**src/rtl/alarm_bank_if.sv**
```systemverilog
// Button/switch inputs and alarm bank outputs of the alarm bank editor.
// The master drives the buttons; the slave is the editor.
interface alarm_bank_if #(
  parameter int NUM_ALARMS = 4,
  parameter int NUM_DIGITS = 4
);
  localparam int SW = $clog2(NUM_ALARMS);
  localparam int W  = 4 * NUM_DIGITS;

  logic                       edit_en;
  logic                       btn_u;
  logic                       btn_d;
  logic                       btn_l;
  logic                       btn_r;
  logic                       btn_c;
  logic [NUM_DIGITS-1:0]      sel;
  logic [SW-1:0]              slot;
  logic [W-1:0]               shadow;
  logic [W*NUM_ALARMS-1:0]    alarm_flat;
  logic [NUM_ALARMS-1:0]      alarm_valid;
  logic                       done;

  modport master (
    output edit_en, btn_u, btn_d, btn_l, btn_r, btn_c,
    input  sel, slot, shadow, alarm_flat, alarm_valid, done
  );

  modport slave (
    input  edit_en, btn_u, btn_d, btn_l, btn_r, btn_c,
    output sel, slot, shadow, alarm_flat, alarm_valid, done
  );
endinterface

```
**src/rtl/alarm_bank_editor.sv**
```systemverilog
// Multi-slot BCD alarm editor with shadow register and hold-to-repeat.
// Optional ALARM_CLEAR_EN: holding up+down zeroes the slot and clears valid.
module alarm_bank_editor #(
  parameter int NUM_ALARMS   = 4,
  parameter int NUM_DIGITS   = 4,
  parameter int REPEAT_DELAY = 50000000,
  parameter int REPEAT_RATE  = 10000000
) (
  input  logic clk,
  input  logic resetn,
  alarm_bank_if.slave bus
);
  localparam int W  = 4 * NUM_DIGITS;
  localparam int SW = $clog2(NUM_ALARMS);
  localparam int CW = $clog2(REPEAT_DELAY + 1);
  localparam logic [CW-1:0] C_DLY = CW'(REPEAT_DELAY);
  localparam logic [CW-1:0] C_RLD = CW'(REPEAT_DELAY - REPEAT_RATE + 1);
  localparam logic [NUM_DIGITS-1:0] SEL_MSB = {1'b1, {(NUM_DIGITS-1){1'b0}}};
  localparam logic [SW-1:0] LAST = SW'(NUM_ALARMS - 1);

  typedef enum logic [1:0] {IDLE, EDIT, COMMIT} state_t;
  state_t state, state_nx;

  logic [4:0]            raw, bq, bq2, ev;
  logic [CW-1:0]         cnt [2];
  logic [W-1:0]          bank [NUM_ALARMS];
  logic [W-1:0]          shadow, edited;
  logic [NUM_DIGITS-1:0] sel, moved;
  logic [SW-1:0]         slot, slot_nx;
  logic [NUM_ALARMS-1:0] valid;
  logic                  done;
  logic                  load, commit, act, adv;
  logic                  inc, dec, mv_l, mv_r;
  logic [3:0]            dg, mx;
  logic                  clr_hit, clr_pend;

  // bit order {c, r, l, d, u}
  assign raw = {bus.btn_c, bus.btn_r, bus.btn_l, bus.btn_d, bus.btn_u};

  always_ff @(posedge clk) begin
    if (!resetn) begin
      bq  <= '0;
      bq2 <= '0;
    end else begin
      bq  <= raw;
      bq2 <= bq;
    end
  end

  // cnt = cycles since the rising-edge event; reload keeps the rate period
  always_ff @(posedge clk) begin
    for (int i = 0; i < 2; i++) begin
      if (!resetn || !bq[i])   cnt[i] <= '0;
      else if (!bq2[i])        cnt[i] <= CW'(1);
      else if (cnt[i] == C_DLY) cnt[i] <= C_RLD;
      else                     cnt[i] <= cnt[i] + 1'b1;
    end
  end

  always_comb begin
    ev = bq & ~bq2;
    for (int i = 0; i < 2; i++)
      if (bq[i] && bq2[i] && cnt[i] == C_DLY) ev[i] = 1'b1;
    if (state != EDIT) ev = '0;
  end

  always_ff @(posedge clk) begin
    if (!resetn) state <= IDLE;
    else         state <= state_nx;
  end

  always_comb begin
    state_nx = state;
    unique case (state)
      IDLE:    if (bus.edit_en) state_nx = EDIT;
      EDIT:    if (!bus.edit_en) state_nx = COMMIT;
      COMMIT:  state_nx = IDLE;
      default: state_nx = IDLE;
    endcase
  end

  always_comb begin
    load   = 1'b0;
    act    = 1'b0;
    commit = 1'b0;
    unique case (state)
      IDLE:    load   = bus.edit_en;
      EDIT:    act    = bus.edit_en;
      COMMIT:  commit = 1'b1;
      default: ;
    endcase
  end

  assign adv  = act & ev[4];
  assign inc  = act & ~ev[4] & ev[0] & ~ev[1];
  assign dec  = act & ~ev[4] & ev[1] & ~ev[0];
  assign mv_l = act & ~ev[4] & ev[2] & ~ev[3];
  assign mv_r = act & ~ev[4] & ev[3] & ~ev[2];
  assign slot_nx = (slot == LAST) ? '0 : slot + 1'b1;

  always_comb begin
    edited = shadow;
    moved  = sel;
    dg     = '0;
    mx     = '0;
    for (int i = 0; i < NUM_DIGITS; i++) begin
      if (sel[i]) begin
        dg = shadow[4*i +: 4];
        mx = (i % 2 == 1) ? 4'd5 : 4'd9;
        if (inc)      edited[4*i +: 4] = (dg == mx) ? 4'd0 : dg + 4'd1;
        else if (dec) edited[4*i +: 4] = (dg == 4'd0) ? mx : dg - 4'd1;
      end
    end
    if (mv_l)      moved = {sel[NUM_DIGITS-2:0], sel[NUM_DIGITS-1]};
    else if (mv_r) moved = {sel[0], sel[NUM_DIGITS-1:1]};
  end

`ifdef ALARM_CLEAR_EN
  logic [CW-1:0] ud_cnt;
  logic          ud_armed;

  assign clr_hit = act && bq[0] && bq[1] && ud_armed &&
                   (ud_cnt == C_DLY - 1'b1);

  always_ff @(posedge clk) begin
    if (!resetn || !(bq[0] && bq[1]) || state != EDIT) begin
      ud_cnt   <= '0;
      ud_armed <= 1'b1;
    end else if (clr_hit) begin
      ud_armed <= 1'b0;
    end else if (ud_armed) begin
      ud_cnt   <= ud_cnt + 1'b1;
    end
  end

  always_ff @(posedge clk) begin
    if (!resetn || commit || adv) clr_pend <= 1'b0;
    else if (clr_hit && !adv)     clr_pend <= 1'b1;
  end
`else
  assign clr_hit  = 1'b0;
  assign clr_pend = 1'b0;
`endif

  always_ff @(posedge clk) begin
    if (!resetn) begin
      sel    <= '0;
      slot   <= '0;
      shadow <= '0;
      valid  <= '0;
      done   <= 1'b0;
      for (int k = 0; k < NUM_ALARMS; k++) bank[k] <= '0;
    end else begin
      done <= commit | adv;
      if (commit || adv) begin
        bank[slot]  <= shadow;
        valid[slot] <= ~clr_pend;
      end
      if (load) begin
        shadow <= bank[slot];
        sel    <= SEL_MSB;
      end else if (adv) begin
        slot   <= slot_nx;
        shadow <= bank[slot_nx];
        sel    <= SEL_MSB;
      end else if (commit) begin
        sel    <= '0;
      end else if (act) begin
        shadow <= clr_hit ? '0 : edited;
        sel    <= moved;
      end
    end
  end

  for (genvar k = 0; k < NUM_ALARMS; k++) begin : g_flat
    assign bus.alarm_flat[k*W +: W] = bank[k];
  end

  assign bus.sel         = sel;
  assign bus.slot        = slot;
  assign bus.shadow      = shadow;
  assign bus.alarm_valid = valid;
  assign bus.done        = done;
endmodule

```
**src/flat_wrapper.sv**
```systemverilog
// flat-port wrapper written by rule: the top's interface ports become plain ports
module alarm_bank_editor_flat 
#(
  parameter int NUM_ALARMS   = 4,
  parameter int NUM_DIGITS   = 4,
  parameter int REPEAT_DELAY = 50000000,
  parameter int REPEAT_RATE  = 10000000
)
  (clk, resetn, bus_edit_en, bus_btn_u, bus_btn_d, bus_btn_l, bus_btn_r, bus_btn_c, bus_sel, bus_slot, bus_shadow, bus_alarm_flat, bus_alarm_valid, bus_done);
  alarm_bank_if #(.NUM_ALARMS(NUM_ALARMS), .NUM_DIGITS(NUM_DIGITS)) bus_i ();
  input  logic clk;
  input  logic resetn;
  input wire logic [$bits(bus_i.edit_en)-1:0] bus_edit_en;
  input wire logic [$bits(bus_i.btn_u)-1:0] bus_btn_u;
  input wire logic [$bits(bus_i.btn_d)-1:0] bus_btn_d;
  input wire logic [$bits(bus_i.btn_l)-1:0] bus_btn_l;
  input wire logic [$bits(bus_i.btn_r)-1:0] bus_btn_r;
  input wire logic [$bits(bus_i.btn_c)-1:0] bus_btn_c;
  output wire logic [$bits(bus_i.sel)-1:0] bus_sel;
  output wire logic [$bits(bus_i.slot)-1:0] bus_slot;
  output wire logic [$bits(bus_i.shadow)-1:0] bus_shadow;
  output wire logic [$bits(bus_i.alarm_flat)-1:0] bus_alarm_flat;
  output wire logic [$bits(bus_i.alarm_valid)-1:0] bus_alarm_valid;
  output wire logic [$bits(bus_i.done)-1:0] bus_done;
  assign bus_i.edit_en = bus_edit_en;
  assign bus_i.btn_u = bus_btn_u;
  assign bus_i.btn_d = bus_btn_d;
  assign bus_i.btn_l = bus_btn_l;
  assign bus_i.btn_r = bus_btn_r;
  assign bus_i.btn_c = bus_btn_c;
  assign bus_sel = bus_i.sel;
  assign bus_slot = bus_i.slot;
  assign bus_shadow = bus_i.shadow;
  assign bus_alarm_flat = bus_i.alarm_flat;
  assign bus_alarm_valid = bus_i.alarm_valid;
  assign bus_done = bus_i.done;
  alarm_bank_editor #(.NUM_ALARMS(NUM_ALARMS), .NUM_DIGITS(NUM_DIGITS), .REPEAT_DELAY(REPEAT_DELAY), .REPEAT_RATE(REPEAT_RATE)) u_core (.clk(clk), .resetn(resetn), .bus(bus_i));
endmodule
```
**config.mk**
```make
export PLATFORM = sky130hd
export DESIGN_NAME = alarm_bank_editor_flat
export DESIGN_NICKNAME = d
export VERILOG_FILES = /design/src/rtl/alarm_bank_if.sv /design/src/rtl/alarm_bank_editor.sv /design/src/flat_wrapper.sv
export SDC_FILE = /design/constraint.sdc
export NUM_CORES = 1
export LEC_CHECK = 0
export ABC_AREA = 1
export CAP_MARGIN = 15
export CORE_ASPECT_RATIO = 1.4
export CORE_MARGIN = 1.5
export CORE_UTILIZATION = 26
export DETAILED_ROUTE_END_ITERATION = 8
export DONT_BUFFER_PORTS = 1
export PLACE_DENSITY = 0.46
export SLEW_MARGIN = 20
export SYNTH_ARGS = -nofsm -noshare
export SYNTH_HDL_FRONTEND = slang
export SYNTH_SLANG_ARGS = --single-unit
```
**constraint.sdc**
```tcl
create_clock -name clk -period 2.6 [get_ports clk]
set_clock_uncertainty 0.2 [all_clocks]
set_input_delay 0.26 -clock clk [delete_from_list [all_inputs] [get_ports clk]]
set_output_delay 0.26 -clock clk [all_outputs]
set_load 0.02 [all_outputs]
```
==> Word level (Yosys, flattened, before mapping) <==
Memories as Yosys holds them, arrays and structs flattened. A register that Yosys moved wholly into a read port is not among the register bits.
Cells that the tools add are included.
{ "word_totals": {"regBits": 39, "latchBits": 0, "ramBits": 116, "romBits": 0, "wordCells": 185, "mem_count": 2} }
{ "classes": {"n_addsub": 11, "mul": 0, "n_div": 0, "n_lt_le_gt_ge": 2, "eq_ne": 13, "shift": 0, "mux": 83, "n_bitwise": 27, "n_reduce_logical": 35} }
{ "memory_table": {"columns": ["name", "words", "word_bits", "read_ports", "rd_ports_with_merged_regs", "wr", "line_no", "rtl"], "rows": [
  ["u_core.bank", 4, 16, 6, 1, 4, "alarm_bank_editor.sv:26", "logic [W-1:0] bank [NUM_ALARMS];"],
  ["u_core.cnt", 2, 26, 2, 0, 2, "alarm_bank_editor.sv:25", "logic [CW-1:0] cnt [2];"]
]} }
{ "op_table": {"columns": ["operator", "n"], "rows": [
  ["$mux 26", 6],
  ["$mux 4", 26],
  ["$mux 16", 5],
  ["$add 26x1->26 const B", 2],
  ["$eq 26x26->1 const B", 2],
  ["$mux 1", 37],
  ["$add 4x1->4 const B", 4],
  ["$logic_not 4->1", 4],
  ["$reduce_and 4->1", 4],
  ["$reduce_or 16->1", 1],
  ["$sub 4x1->4 const B", 4],
  ["$reduce_bool 3->1", 5],
  ["$mux 2", 6],
  ["$and 1x1->1", 10],
  ["$eq 4x3->1 const B", 2],
  ["$eq 4x4->1 const B", 2],
  ["$reduce_and 2->1", 4],
  ["$reduce_bool 4->1", 2],
  ["$not 1->1", 7],
  ["$or 1x1->1", 7],
  ["$and 5x5->5", 1],
  ["$logic_and 1x1->1", 5],
  ["$mux 5", 1],
  ["$not 5->5", 1],
  ["other kinds (17)", 23]
]} }

==> Depth between registers and ports, before layout <==
An unclocked memory read counts as a cell.
{ "logic_depth": {"depth_word": 16, "mapped_depth": 16, "depth_no_buf": 16} }

==> Worst setup path before layout <==
No wires, ideal clock.
{ "synth_path": {"path_kind": "reg-to-reg", "start": "register u_core.state[0]", "end": "memory u_core.bank[3][0] in the netlist's numbering (enable)", "setup_ns": 0.414, "t_arrival_ns": 2.160, "setup_slack_ns": -0.174, "stages_incl_launch_ff": 7, "path_buffers": 0, "cell_sequence": "dfxtp_1 -> inv_1 -> nor2_4 -> nand2_4 -> nor2_8 -> nor2_2 -> o31ai_1"} }
{ "synth_lines": {"columns": ["item", "line_no", "rtl"], "rows": [
  ["from (decl)", "alarm_bank_editor.sv:22", "state_t state, state_nx;"],
  ["from (signal assigned)", "alarm_bank_editor.sv:69", "else state <= state_nx;"],
  ["to (decl)", "alarm_bank_editor.sv:26", null]
]} }

==> results.yml <==
grt:
  grt-ovfl-total: 0
  grt_usage: 0.161
  grt_max_degree: 33
  grt_pass1_vias: 7462
  grt_antenna_before_repair: 0
  grt_pass1_wl_mm: 43.3
die:
  placeableCoreArea_um2: 33400
  core.rowCount: 79
  dieArea_um2: 35200
  dieHeight_um: 221
  pin_count: 99
  initial_core_util: 0.265
  die_w_um: 159
sta:
  finalSetupTns_ns: 0
  fmax_ghz: 0.423
  relSlewSlack: 0.493
  period_share: 0.910
  setup_ws_ns: 0.235
  setup_viol: 0
  slew_violations: 0
  tightest_slew_ns: 0.759
  period_minus_slack_ns: 2.37
  hold_viol_final: 0
  rsz0062_at_grt: "no"
power:
  p_per_area_nw_per_um2: 584
  vdd_ir_drop_max_mv: 0.515
  leakagePower_nw: 4.27
logic_synthesis:
  syn_area_um2: 8850
  synth_top_cell_by_area: "edfxtp_1"
  ys_seq_area_frac: 0.486
  netlist.area_leader.share: 0.393
  synth.area.top_cells: "edfxtp_1 (39%), dfxtp_1 (9.3%), nand2_1 (8.6%)"
  syn_inst: 1109
  synth_cell_types: 43
  async_flop_share: 0
  yosys_register_bits: 157
  syn_area_per_cell_um2: 7.98
  synth-main-ff-cell: "edfxtp_1"
  yosysWarnings: 0
  synth_edf_count: 116
clock_tree:
  clockBufferDepth: 2
  cts_buffers: 17
  clock_latency_ns: 0.45
  path_clk_slew_ns: 0.07
  tritoncts: "yes"
  clock_sinks: 157
  cts.htree.levels: 4
  clock-root-buffer: "clkbuf_16"
route:
  avgRoutedWirePerCell_um: 16.8
  wl_met1_mm: 11.2
  dr.pass1.iters: 5
  num_vias: 7588
  drc_errors: 0
  top_layer: "met4"
  wl_met3_mm: 1.78
  routed_via_density: 4.59
  ant_nets: 0
  wl_met2_mm: 14.2
  drt_iter0_markers: 402
  drt-total-wl_mm: 27.8
setup_path:
  critPathCaptureType: "flop"
  slowest_delay_ns: 0.41
  cp.arrival_ns: 2.36
  worstPathRequired_ns: 2.60
  worst_setup_path_start_kind: "flop"
  critPathKind: "reg -> reg"
  path_cells: "ha_1 > nand2_1 > nor2_1 > nand4_1 > nor2_2 > nand2_1 > nor2_2 > nand3_1 > nor2_1 > nand2_1 > nand3_1 > nand2_1"
  crit_slowest_cell: "edfxtp_1"
  path_common_cell: "nand2_1"
  rr_worst_depth: 12
  path_max_fanout: 4
placement:
  gp_congestion: 0.796
  dp_slack_ns: 0.134
  port-buffer-count: 0
  dp_hpwl_mm: 20.5
run_status:
  status: "complete, no violations"
cells_and_area:
  fill_cells: 3676
  fin_nets: 1211
  layout-drive-gt1-share: 0.104
  area_growth_pct: 18.8
  diodes: 0
min_path:
  hp-class: "in -> reg"
  whs_path_depth: 2
run:
  maxCapViolCount: 0
metal layers:
metal,vias up,track usage
met3,33,0.0480
met2,156,0.291
met1,3578,0.177
met4,0,0.0609
li1,3821,-
met5,-,0
stage by stage:
| step | instance area (um^2) | hold WS [ns] | util | power (mW) | cells |
|---|---|---|---|---|---|
| final | 10500 | 0.0187 | 0.315 | 6.14 | 1653 |
| after global routing | 10500 | 0.0106 | 0.315 | 6.38 | 1653 |
| after CTS | 10400 | 0.00120 | 0.313 | 6.21 | 1648 |
| after detailed placement | 9740 | 0.144 | 0.292 | 3.59 | 1605 |
| after global placement | 9740 | 0.143 | 0.292 | 3.59 | 1605 |
| after floorplan | 9050 | 0.139 | - | 3.38 | 1160 |
worst max-delay path: cells and delay by family (launching register included):
kind / cells / cell delay [ns]
fa+ha+maj: 1 / 0.19
flops: 1 / 0.41
simple gates: 11 / 1.31
flip-flops by register name, summed over array words and instances, names as in the netlist, named ones only:
signal and flops:
u_core.bus.alarm_valid 4, u_core.bus.shadow 16, u_core.bus.slot 2, u_core.bank 64
u_core.state 2, u_core.bus.sel 4, u_core.bus.done 1, u_core.bq2 5
u_core.cnt 52, u_core.bq 5
report_power, final:
group | switching (mW) | internal (mW) | total [mW]
clock | 1.08 | 1.50 | 2.58
sequential | 0.199 | 2.79 | 2.99
combinational | 0.384 | 0.190 | 0.575
cells by family after synthesis:
family / after synthesis / synth area share
other: 1 / 0.000424
adder cells (fa/ha/maj): 8 / 0.0113
AND/OR/NAND/NOR: 532 / 0.268
AO/OA/AOI/OAI: 216 / 0.137
XOR/XNOR: 19 / 0.0188
buffers and inverters: 176 / 0.0786
flip-flops: 157 / 0.486
cell type report:
cell class	count	area, um^2	share of cell area
Sequential cell	157	4300	0.409
Multi-Input combinational cell	827	4090	0.388
Tap cell	445	557	0.0529
Inverter	140	533	0.0507
Timing Repair Buffer	52	457	0.0434
Clock buffer	20	437	0.0415
Clock inverter	12	146	0.0139
path summary, 6_finish.rpt:
kind,start,end,slack (ns)
max,u_core.cnt[0][0],u_core.cnt[0][22],0.23
min,resetn,u_core.bank[2][15],0.02
max reg2reg,u_core.cnt[0][0],u_core.cnt[0][22],0.23
min reg2reg,u_core.bq[2],u_core.bq2[2],0.24
Yosys cell counts (2+ instances only):
library cell	instances
clkinv_1	7
nand2_1	204
a22o_1	8
nor2_4	5
inv_1	129
inv_2	4
or2_2	6
o31ai_1	2
ha_1	8
nand2_2	4
a21oi_1	79
o22ai_1	20
clkbuf_1	20
dfxtp_1	41
o211ai_1	14
nand3b_1	3
a31oi_1	2
buf_6	3
edfxtp_1	116
xor2_1	18
nand3_1	33
nor3_1	13
nor2_2	11
buf_1	3
nor4_1	5
nand3_2	4
nor3b_1	3
buf_2	10
o21a_1	3
a211oi_1	4
nand4_1	27
nor2_1	202
nand2_4	7
o21ai_0	82
cell usage in the layout, fill, tap and decap left out, drive strengths merged, types with 3 or more instances in the layout:
cell type / count
clkinv: 14
nand4: 28
nand3b: 3
dfxtp: 41
inv: 131
nand3: 37
ha: 8
conb: 52
buf: 42
a21oi: 80
nor2: 219
xor2: 18
o21ai: 82
edfxtp: 116
clkbuf: 20
o21a: 3
o211ai: 14
a211oi: 4
bufinv: 3
a22o: 8
clkinvlp: 4
o22ai: 20
or2: 6
nor3b: 3
nand2: 215
nor4: 6
nor3: 14
dlygate4sd3: 10
repair_timing:
action	4_1_cts	5_1_grt
hold buffers	11	0
endpoints found under the setup margin	0	24
resized for setup	0	12
setup buffers	0	5
endpoints found under the hold margin	40	0
Note: power is estimated with default switching activity, not from simulation.
